--- src/rtl/dmem_arb_pkg.sv ---
// rtl/dmem_arb_pkg.sv - shared types and constants for the two-port data-memory arbiter
package dmem_arb_pkg;

  typedef enum logic [1:0] {
    ST_IDLE   = 2'd0,
    ST_ACCESS = 2'd1,
    ST_RESP   = 2'd2
  } arb_state_t;

  typedef logic req_id_t;

  // Last-grant points at requester 1 out of reset so requester 0 wins the first tie.
  localparam req_id_t LAST_GNT_RST = 1'b1;

endpackage

--- src/rtl/rr_arb2.sv ---
// rtl/rr_arb2.sv - combinational two-way round-robin picker
module rr_arb2
  import dmem_arb_pkg::*;
(
  input  logic [1:0] req,
  input  req_id_t    last,
  output logic [1:0] gnt
);

  // On a tie the requester that was not granted last time wins.
  always_comb begin
    gnt = 2'b00;
    if (req[0] && (!req[1] || (last == 1'b1))) begin
      gnt = 2'b01;
    end else if (req[1]) begin
      gnt = 2'b10;
    end
  end

endmodule

--- src/rtl/dmem_arbiter.sv ---
// rtl/dmem_arbiter.sv - CPU/DMA arbiter in front of a single-port data memory
// Optional alignment check enabled by defining DMEM_ARB_ALIGN_CHECK_EN.
module dmem_arbiter
  import dmem_arb_pkg::*;
#(
  parameter int ADDR_W = 32,
  parameter int DATA_W = 32
) (
  input  logic              clk_i,
  input  logic              rst_i,

  input  logic              r0_req_i,
  input  logic              r0_we_i,
  input  logic [ADDR_W-1:0] r0_addr_i,
  input  logic [DATA_W-1:0] r0_wdata_i,
  output logic              r0_gnt_o,
  output logic              r0_rvalid_o,
  output logic [DATA_W-1:0] r0_rdata_o,
  output logic              r0_err_o,

  input  logic              r1_req_i,
  input  logic              r1_we_i,
  input  logic [ADDR_W-1:0] r1_addr_i,
  input  logic [DATA_W-1:0] r1_wdata_i,
  output logic              r1_gnt_o,
  output logic              r1_rvalid_o,
  output logic [DATA_W-1:0] r1_rdata_o,
  output logic              r1_err_o,

  output logic [ADDR_W-1:0] mem_addr_o,
  output logic [DATA_W-1:0] mem_data_o,
  output logic              mem_read_o,
  output logic              mem_write_o,
  input  logic [DATA_W-1:0] mem_data_i,

  output logic              busy_o
);

  arb_state_t        state_q;
  arb_state_t        state_d;
  req_id_t           last_q;
  req_id_t           id_q;
  logic              we_q;
  logic [ADDR_W-1:0] addr_q;
  logic [DATA_W-1:0] wdata_q;

  logic [1:0]        arb_gnt;
  logic [1:0]        gnt_vec;
  logic              misalign;
  logic [DATA_W-1:0] resp_data;

  rr_arb2 u_rr_arb2 (
    .req  ({r1_req_i, r0_req_i}),
    .last (last_q),
    .gnt  (arb_gnt)
  );

  // Grants are gated by reset so every output reads 0 while reset is held.
  assign gnt_vec  = ((state_q == ST_IDLE) && rst_i) ? arb_gnt : 2'b00;
  assign r0_gnt_o = gnt_vec[0];
  assign r1_gnt_o = gnt_vec[1];

`ifdef DMEM_ARB_ALIGN_CHECK_EN
  assign misalign = (addr_q[1:0] != 2'b00);
`else
  assign misalign = 1'b0;
`endif

  always_ff @(posedge clk_i or negedge rst_i) begin
    if (!rst_i) begin
      state_q <= ST_IDLE;
      last_q  <= LAST_GNT_RST;
      id_q    <= 1'b0;
      we_q    <= 1'b0;
      addr_q  <= '0;
      wdata_q <= '0;
    end else begin
      state_q <= state_d;
      if (gnt_vec != 2'b00) begin
        id_q    <= gnt_vec[1];
        last_q  <= gnt_vec[1];
        we_q    <= gnt_vec[1] ? r1_we_i    : r0_we_i;
        addr_q  <= gnt_vec[1] ? r1_addr_i  : r0_addr_i;
        wdata_q <= gnt_vec[1] ? r1_wdata_i : r0_wdata_i;
      end
    end
  end

  always_comb begin
    state_d = state_q;
    case (state_q)
      ST_IDLE:   if (r0_req_i || r1_req_i) state_d = ST_ACCESS;
      ST_ACCESS: state_d = ST_RESP;
      ST_RESP:   state_d = ST_IDLE;
      default:   state_d = ST_IDLE;
    endcase
  end

  // Writes and rejected accesses return zero data.
  assign resp_data = (we_q || misalign) ? '0 : mem_data_i;

  always_comb begin
    mem_addr_o  = '0;
    mem_data_o  = '0;
    mem_read_o  = 1'b0;
    mem_write_o = 1'b0;
    r0_rvalid_o = 1'b0;
    r1_rvalid_o = 1'b0;
    r0_rdata_o  = '0;
    r1_rdata_o  = '0;
    r0_err_o    = 1'b0;
    r1_err_o    = 1'b0;
    busy_o      = (state_q != ST_IDLE);
    if (state_q == ST_ACCESS) begin
      mem_addr_o  = addr_q;
      mem_data_o  = wdata_q;
      mem_read_o  = !we_q && !misalign;
      mem_write_o = we_q && !misalign;
    end
    if (state_q == ST_RESP) begin
      if (id_q == 1'b0) begin
        r0_rvalid_o = 1'b1;
        r0_rdata_o  = resp_data;
        r0_err_o    = misalign;
      end else begin
        r1_rvalid_o = 1'b1;
        r1_rdata_o  = resp_data;
        r1_err_o    = misalign;
      end
    end
  end

endmodule

--- config.mk ---
export PLATFORM = sky130hd
export DESIGN_NAME = dmem_arbiter
export DESIGN_NICKNAME = d
export VERILOG_FILES = /design/src/rtl/dmem_arb_pkg.sv /design/src/rtl/rr_arb2.sv /design/src/rtl/dmem_arbiter.sv
export SDC_FILE = /design/constraint.sdc
export NUM_CORES = 1
export LEC_CHECK = 0
export CAP_MARGIN = 15
export CORE_MARGIN = 2
export CORE_UTILIZATION = 23
export DETAILED_ROUTE_END_ITERATION = 10
export GPL_TIMING_DRIVEN = 1
export SLEW_MARGIN = 25
export SYNTH_ARGS = -nofsm -noshare
export SYNTH_HDL_FRONTEND = slang
export SYNTH_SLANG_ARGS = --single-unit
--- constraint.sdc ---
create_clock -name clk_i -period 1.9 [get_ports clk_i]
set_clock_uncertainty 0.2 [all_clocks]
set_input_delay 0.475 -clock clk_i [delete_from_list [all_inputs] [get_ports clk_i]]
set_output_delay 0.475 -clock clk_i [all_outputs]
set_load 0.005 [all_outputs]
==> flow_metrics.tcl <==
set metrics [dict create \
    status "finished, violations left" \
    failed_checks "setup timing" \
    vias_per_cell 4.86 \
    nNetsFinal 943 \
    dr_total_vias 4894 \
    first_pass_iters 6 \
    period_needed_ns 2.33 \
    syn2layout_area_growth_pct 114 \
    cts_tree "done" \
    drcViolationCount 0 \
    final_common_cell "clkdlybuf4s50_1" \
    timing.critical_path.cells "inv_4 -> nor2_4 -> buf_12 -> buf_6 -> buf_6 -> clkbuf_16 -> and2_4 -> buf_6" \
    hpwl_um 12100 \
    worst_pin_slew_ns 0.818 \
    first_pass_grt_wire_length_um 23600 \
    initial_core_util_pct 23.6 \
    post_dp_cell_area_sq_um 7440 \
    maximum_level_of_the_cts_h_tree 3 \
    drt-wirelength-per-cell_um 20.2 \
    timing.reg2reg.worst_path_depth 8 \
    critical-path-slowest-cell "dfrtp_1" \
    critical_path.most_common_cell "buf_6" \
    grt_setup_unrepaired "yes" \
    cpLargestDelayFamily "buffers and inverters" \
    finalMaxSlewViolations 0 \
    clock_path_buffers 2 \
    pin_count 303 \
    fmax_ghz 0.429 \
    buffer_ports.inserted 300 \
    maxCapViolCount 0 \
    path_class "reg -> out" \
    final_layout_size_suffix_gt1_share_pct 46.3 \
    grt_antenna_before_repair 0 \
    tritoncts_num_sinks 69 \
    floorplan.die_area_sq_um 19000 \
    final_hold_viol_count 0 \
    start_kind "flip-flop" \
    cts_inserted_buffers 9 \
    worstPathMaxFanout 6 \
    setup_viol 193 \
    drt_wl_total_um 20400 \
    synth.area.top_cells "dfrtp_1, and2_1, or3_1" \
    pwr_density_cell_nw_per_um2 1310 \
    cp.buffers_inverters 6 \
    cp_data_required_time_ns 1.22 \
    timing.critical_path.to_type "output pin" \
    placedCellCount 934 \
    gp_congestion 0.744 \
    synthDistinctLibCells 25 \
    synth.yosys.warnings 0 \
    vdd_ir_drop_max_mv 0.551 \
    synth.largest_area_cell "dfrtp_1" \
    seq_area_frac_synth_pct 42.0 \
    cp_data_arrival_time_ns 1.66 \
    number_of_global_route_vias_before_repair 4528 \
    clock_pin_slew_on_the_worst_setup_and_hold_paths_ns 0.06 \
    layout_setup_ws_ns -0.431 \
    antenna_violating_nets_post_route 0 \
    syn_inst_count 429 \
    grt_overflow_total 0 \
    synth.top_cell.area_share_pct 41.4 \
    timing.max_slew.rel_slack_pct 45.5 \
    postSynthRegisterBits 69 \
    whs_ns 0.182 \
    standard_cell_row_count 48 \
    worstSkewPairLatency_ns 0.32 \
    postLayoutCellArea_sq_um 8800 \
    power.leakage_uw 0.00372 \
    largest_net_degree_at_the_start_of_global_routing 66 \
    layout_common_cells "clkdlybuf4s50_1, buf_6, dfrtp_1, or3_1, and2_4" \
    worstHoldPathType "in -> async" \
    insertedDiodeCount 0 \
    placeableCoreArea_sq_um 17400 \
    synth.cell_area_sq_um 4110 \
    first_iter_violations 229 \
    final_cell_count_no_fill 1007 \
    min_period_over_period_pct 123 \
    grt.total_usage_pct 16.3 \
    chipHeight_um 138 \
    worst-path-stages 8 \
    synth.avg_cell_area_sq_um 9.59 \
    clock-root-buffer "clkbuf_16" \
    worst_path_largest_cell_delay_ns 0.40 \
    die_width_um 138 \
]
[Yosys cell counts]
cell type and count:
buf_6 5, nor3b_4 1, nand4bb_4 1, or2_2 1, a21boi_0 1, buf_2 4, and2_1 66, dfstp_2 1
or3_1 65, nor2_1 68, o221a_2 29, nand2b_1 33, a31oi_1 1, buf_1 1, nor3_1 1, inv_1 5
o221a_1 36, clkbuf_1 28, conb_1 1, nand3_1 2, nand3_2 1, a21oi_1 1, buf_4 8, dfrtp_1 68
and2b_1 1
[layer usage]
metal	wire length (um)	GRT usage [%]	up-vias
li1	-	-	2223
met1	7860	17.4	2439
met2	10800	31.1	214
met3	1400	4.42	18
met4	322	4.48	0
met5	0	0	-
[repair_timing]
item                                   4_1_cts  5_1_grt
buffers inserted                             1       34
resized for setup                          107      530
hold buffers                                 1        0
gates cloned                                 0       21
endpoints found under the hold margin        5        0
pin swaps                                    3       67
setup endpoints to repair                  200      200
[state kept, by name (all words and copies together), names as in the netlist]
name / cells
addr_q: 32
id_q: 1
last_q: 1
state_q: 2
wdata_q: 32
we_q: 1
[power by group]
| part | leakage [uW] | total [uW] | switching (uW) | internal (uW) |
|---|---|---|---|---|
| logic | 0.00282 | 7100 | 2710 | 4390 |
| clock network | 0.000150 | 1810 | 655 | 1160 |
| registers | 0.000752 | 2630 | 446 | 2180 |
| total | 0.00372 | 11500 | 3820 | 7720 |
[final timing paths]
check | from | endpoint | slack (ns)
hold / removal | rst_i | wdata_q[26] | 0.18
max in group asynchronous | rst_i | state_q[1] | 0.75
setup reg to reg | state_q[1] | wdata_q[22] | -0.14
hold reg to reg | addr_q[24] | addr_q[24] | 0.34
setup / recovery | state_q[0] | mem_addr_o[10] | -0.43
min in group clk_i | addr_q[24] | addr_q[24] | 0.34
[metrics by stage]
step | power, uW | setup slack [ns] | utilization [%] | TNS, ns
4_1_cts | 9270 | -0.611 | 44.7 | -75.67
5_1_grt | 12200 | -0.510 | 50.5 | -59.02
3_3_place_gp | 7440 | -0.640 | 42.7 | -82.23
3_5_place_dp | 7500 | -0.642 | 42.7 | -83.82
6_report | 11500 | -0.431 | 50.5 | -44.66
2_1_floorplan | 4780 | 0.00855 | - | 0
[logic make-up after synthesis]
| kind of cell | synth area share, % |
|---|---|
| DFF | 42.0 |
| AOI/OAI and AO/OA | 18.3 |
| buffers and inverters | 6.42 |
| other | 0.0912 |
| and+or+nand+nor | 33.2 |
[layout make-up]
type | instances | area (sq um)
Clock inverter | 5 | 85.1
Clock buffer | 11 | 233
Multi-Input combinational cell | 310 | 2520
Tap cell | 225 | 282
Fill cell | 1516 | 8620
Sequential cell | 69 | 1730
Timing Repair Buffer | 382 | 3930
Inverter | 5 | 26.3
Note: power is estimated with default switching activity, not from simulation.
